<file path="config.mk">
export PLATFORM = sky130hd
export DESIGN_NAME = mem_arbiter_rr
export DESIGN_NICKNAME = d
export VERILOG_FILES = /design/src/rtl/mem_arbiter_rr.sv
export SDC_FILE = /design/constraint.sdc
export NUM_CORES = 1
export LEC_CHECK = 0
export BUFFER_PORTS_ARGS = -buffer_cell sky130_fd_sc_hd__buf_2
export CAP_MARGIN = 10
export CORE_MARGIN = 4
export CORE_UTILIZATION = 44
export DETAILED_ROUTE_END_ITERATION = 6
export MAX_ROUTING_LAYER = met4
export PLACE_DENSITY_LB_ADDON = 0.05
export REMOVE_ABC_BUFFERS = 1
export SLEW_MARGIN = 15
export SYNTH_ARGS = -nofsm -noshare
export SYNTH_HDL_FRONTEND = slang
export SYNTH_SLANG_ARGS = --single-unit
export TNS_END_PERCENT = 10
</file>
<file path="constraint.sdc">
create_clock -name clk -period 1.7 [get_ports clk]
set_input_delay 0.085 -clock clk [delete_from_list [all_inputs] [get_ports clk]]
set_output_delay 0.085 -clock clk [all_outputs]
set_load 0.01 [all_outputs]
</file>
<file path="src/rtl/mem_arbiter_rr.sv">
// Shared-memory arbiter: N clients, one outstanding memory transaction at a time,
// round-robin or fixed-priority winner selection.
//
// state | meaning
// IDLE  | no transaction; requests are sampled and a winner is latched
// BUSY  | latched request driven to memory until mem_resp completes it
module mem_arbiter_rr #(
  parameter int NUM_PORTS  = 2,
  parameter int ADDR_WIDTH = 16,
  parameter int DATA_WIDTH = 16,
  parameter int FIXED_PRIO = 0
) (
  input  logic                             clk,
  input  logic                             rst,
  input  logic [NUM_PORTS-1:0]             cl_read,
  input  logic [NUM_PORTS-1:0]             cl_write,
  input  logic [NUM_PORTS*ADDR_WIDTH-1:0]  cl_address,
  input  logic [NUM_PORTS*DATA_WIDTH-1:0]  cl_wdata,
  output logic [NUM_PORTS-1:0]             cl_resp,
  output logic [DATA_WIDTH-1:0]            cl_rdata,
  output logic                             mem_read,
  output logic                             mem_write,
  output logic [ADDR_WIDTH-1:0]            mem_address,
  output logic [DATA_WIDTH-1:0]            mem_wdata,
  input  logic                             mem_resp,
  input  logic [DATA_WIDTH-1:0]            mem_rdata
);

  localparam int IDX_W = (NUM_PORTS > 1) ? $clog2(NUM_PORTS) : 1;

  typedef enum logic {
    IDLE = 1'b0,
    BUSY = 1'b1
  } state_t;

  state_t                r_state;
  state_t                w_state_nxt;
  logic [IDX_W-1:0]      r_grant_idx;
  logic [IDX_W-1:0]      w_grant_nxt;
  logic [IDX_W-1:0]      r_rr_ptr;
  logic [IDX_W-1:0]      w_rr_nxt;
  logic [IDX_W-1:0]      w_win_idx;
  logic [ADDR_WIDTH-1:0] r_lat_addr;
  logic [ADDR_WIDTH-1:0] w_addr_nxt;
  logic [DATA_WIDTH-1:0] r_lat_wdata;
  logic [DATA_WIDTH-1:0] w_wdata_nxt;
  logic                  r_lat_op;     // 1 = write, 0 = read
  logic                  w_op_nxt;
  logic [NUM_PORTS-1:0]  w_req;
  logic                  w_any_req;

  function automatic logic [IDX_W-1:0] wrap_idx(input logic [IDX_W-1:0] base,
                                                input int unsigned     ofs);
    int unsigned sum;
    sum = 32'(base) + ofs;
    return IDX_W'(sum % 32'(NUM_PORTS));
  endfunction

  assign w_req     = cl_read | cl_write;
  assign w_any_req = |w_req;
  assign cl_rdata  = mem_rdata;

  // Both searches run downward and overwrite, so the last hit is the closest one.
  always_comb begin
    w_win_idx = '0;
    if (FIXED_PRIO != 0) begin
      for (int k = NUM_PORTS - 1; k >= 0; k--) begin
        if (w_req[k]) w_win_idx = IDX_W'(k);
      end
    end else begin
      for (int k = NUM_PORTS - 1; k >= 0; k--) begin
        if (w_req[wrap_idx(r_rr_ptr, 32'(k))]) w_win_idx = wrap_idx(r_rr_ptr, 32'(k));
      end
    end
  end

  always_comb begin
    w_state_nxt = r_state;
    w_grant_nxt = r_grant_idx;
    w_rr_nxt    = r_rr_ptr;
    w_addr_nxt  = r_lat_addr;
    w_wdata_nxt = r_lat_wdata;
    w_op_nxt    = r_lat_op;
    case (r_state)
      IDLE: begin
        if (w_any_req) begin
          w_state_nxt = BUSY;
          w_grant_nxt = w_win_idx;
          w_addr_nxt  = cl_address[32'(w_win_idx) * ADDR_WIDTH +: ADDR_WIDTH];
          w_wdata_nxt = cl_wdata[32'(w_win_idx) * DATA_WIDTH +: DATA_WIDTH];
          w_op_nxt    = cl_write[w_win_idx];
        end
      end
      BUSY: begin
        if (mem_resp) begin
          w_state_nxt = IDLE;
          w_rr_nxt    = wrap_idx(r_grant_idx, 32'd1);
        end
      end
      default: w_state_nxt = IDLE;
    endcase
  end

  always_ff @(posedge clk) begin
    if (rst) begin
      r_state     <= IDLE;
      r_grant_idx <= '0;
      r_rr_ptr    <= '0;
      r_lat_addr  <= '0;
      r_lat_wdata <= '0;
      r_lat_op    <= 1'b0;
    end else begin
      r_state     <= w_state_nxt;
      r_grant_idx <= w_grant_nxt;
      r_rr_ptr    <= w_rr_nxt;
      r_lat_addr  <= w_addr_nxt;
      r_lat_wdata <= w_wdata_nxt;
      r_lat_op    <= w_op_nxt;
    end
  end

  // Outputs are forced quiet while rst is high, even if the FSM is still BUSY.
  always_comb begin
    cl_resp     = '0;
    mem_read    = 1'b0;
    mem_write   = 1'b0;
    mem_address = '0;
    mem_wdata   = '0;
    if (!rst) begin
      mem_address = r_lat_addr;
      mem_wdata   = r_lat_wdata;
      if (r_state == BUSY) begin
        mem_write            = r_lat_op;
        mem_read             = !r_lat_op;
        cl_resp[r_grant_idx] = mem_resp;
      end
    end
  end

endmodule

</file>
==> metrics <==
# setup viols final 0; cells along the critical path inv_1 > buf_4 > nor3b_1 > buf_2; largest net degree at the start of global routing 73; CP Data Required Time ~1600 ps; Residual DRC 0; number of antenna violations at the first check in global routing 0; global placement routability congestion roughly 0.75; Root Buffer clkbuf_8; via count about 2300; share of cells above drive strength 1 0.459; cts bufs inserted 5; Seq. cell area about 720 µm²; Tightest Pin Transition ~700 ps; Core Footprint approximately 5100 µm²; area occupied by multi-input gates between 1000 and 1500 µm²; Layout area overhead 24.5%; Pins Over Slew Limit 0; Initial DRT Pass Iterations 4; Final nets 430; kind of start point of the critical path register; final period utilization 0.863; clock buffer depth 2; most common cell after layout, fill and taps aside buf_2; peak supply drop around 0.36 mV; H-tree depth 2; WL per Instance around 16 µm; register area share after synthesis 0.313; Gate Count Post-Synth 270; slowest cell on the critical path dfxtp_1; Worst path max stage delay between 400 and 500 ps; first-pass GRT wire length a little under 10000 µm; clock insertion delay at the later pin of the skew report about 280 ps; PortBufs between 100 and 150; critical path type reg -> out; routed vias/inst 5.56; total grt overflow 0; aggregate global-route resource usage 0.199; hold_ws 57.4 ps; post-CTS setup buffers 0; max-cap violation count 0; Fillers around 500; antenna cells 0; commonest non-fill, non-tap cells in the layout buf_2 (106), dfxtp_1 (36), a21oi_1 (34); final cell count without fillers about 410; Max Clk Rate just under 700 MHz; die area ~6500 µm²; Initial Utilization 0.454; Worst Skew around 2.3 ps; FF+latch count, synth 36; mapped cell area 2300 µm²; DP Cell Count ~400; Final Power ~2.3 mW; Worst Hold Class in -> reg; total wire length between 6000 and 7000 µm; register clock-pin slew on the reported worst setup and hold paths roughly 70 ps; yosys warns 0; DIE HEIGHT approximately 80 µm; synth unique cells 27; run status complete, no violations; Relative slew margins 0.535; Iteration-0 DRC Markers between 100 and 150; final core utilization 0.565; HPWL Detailed between 4000 and 5000 µm; Mean Syn Cell Area approximately 8.5 µm²; CTS tree done; RSZ-0062 raised after global routing no; CP Data Arrival Time 1380 ps; crit end category output port; worst-path maximum fanout 11; Antenna Nets Post-Route 0; final hold violations 0; clock sinks 36; post-route minimum period ~1500 ps; pwr/cell area just over 800 nW/µm²; Pleak approximately 1.2 nW; cts hold-fix bufs 0; Die Span X around 80 µm; I/O pin total about 140; vias in the first global route approximately 2000; Row Count 26; post_cts resized 0
critical path: cells and delay by family, from the launching register on:
family | cells | cell delay [ps]
flip-flops | 1 | 450
buffers and inverters | 3 | 450
AND/OR/NAND/NOR | 1 | 190
final cells by class:
type,count,area share
clock buffer,6,0.0253
multi-input combinational,184,0.457
timing repair buffer,115,0.222
tap,70,0.0306
clock inverter,2,0.0122
inverter,1,0.00131
sequential,36,0.252
routing by layer:
layer | track usage | part of all wire | vias to the layer above
li1 | - | - | 1126
met1 | 0.263 | 0.44 | 1058
met2 | 0.301 | 0.45 | 112
met3 | 0.0650 | 0.10 | 6
met4 | 0.0372 | 0.0061 | 0
met5 | - | 0 | -
cells in the mapped netlist:
| library cell | count | area (µm²) |
|---|---|---|
| o21bai_1 | 1 | 7.51 |
| and2_1 | 1 | 6.26 |
| nand3_1 | 33 | 165 |
| buf_6 | 4 | 45.0 |
| a311oi_2 | 30 | 450 |
| nor2_1 | 3 | 11.3 |
| o21ai_0 | 33 | 165 |
| a21bo_2 | 1 | 10.0 |
| buf_2 | 1 | 5.00 |
| dfxtp_1 | 36 | 721 |
| clkbuf_1 | 24 | 90.1 |
| a21boi_0 | 1 | 7.51 |
| a211oi_1 | 1 | 7.51 |
| a311oi_1 | 3 | 26.3 |
| a31oi_1 | 1 | 6.26 |
| o21ba_2 | 1 | 10.0 |
| nor2b_1 | 33 | 206 |
| nand2_1 | 1 | 3.75 |
| buf_4 | 16 | 120 |
| or2_2 | 1 | 6.26 |
| a21oi_1 | 34 | 170 |
| buf_1 | 4 | 15.0 |
| nor3b_1 | 2 | 15.0 |
| nor3_1 | 2 | 10.0 |
| inv_1 | 1 | 3.75 |
| or4_1 | 1 | 7.51 |
| o211a_1 | 1 | 10.0 |
report_power, final:
group	total [mW]	internal, mW	switching (mW)
logic	0.627	0.286	0.341
registers	0.971	0.928	0.0426
clock network	0.732	0.435	0.297
total	2.33	1.65	0.681
per-stage QoR:
stage,setup TNS (ps),cell area (µm²),worst slack (ps)
after floorplan,-24090,2030,-735
after global placement,0,2760,132
after detailed placement,0,2760,118
after CTS,0,2870,239
after global routing,0,2870,107
final,0,2870,232
cell families (layout without fill, tap and decap cells):
| logic type | Yosys count | in the layout | synth area share |
|---|---|---|---|
| buffers and inverters | 50 | 124 | 0.121 |
| AOI/OAI and AO/OA | 107 | 107 | 0.378 |
| and+or+nand+nor | 77 | 77 | 0.188 |
| DFF | 36 | 36 | 0.313 |
worst paths after layout:
kind	from	to	slack, ps	depth (start not counted)
worst min-delay path	mem_resp	r_state	60	2
worst max register to register	r_rr_ptr	r_lat_wdata[4]	330	4
worst max-delay path	r_state	mem_write	230	4
worst min register to register	r_grant_idx	r_rr_ptr	520	1
state kept, by name (all words and copies together) (netlist names):
register     count
r_state          1
r_lat_addr      16
r_lat_op         1
r_rr_ptr         1
r_lat_wdata     16
r_grant_idx      1
Power figures use the tool's default switching activity.
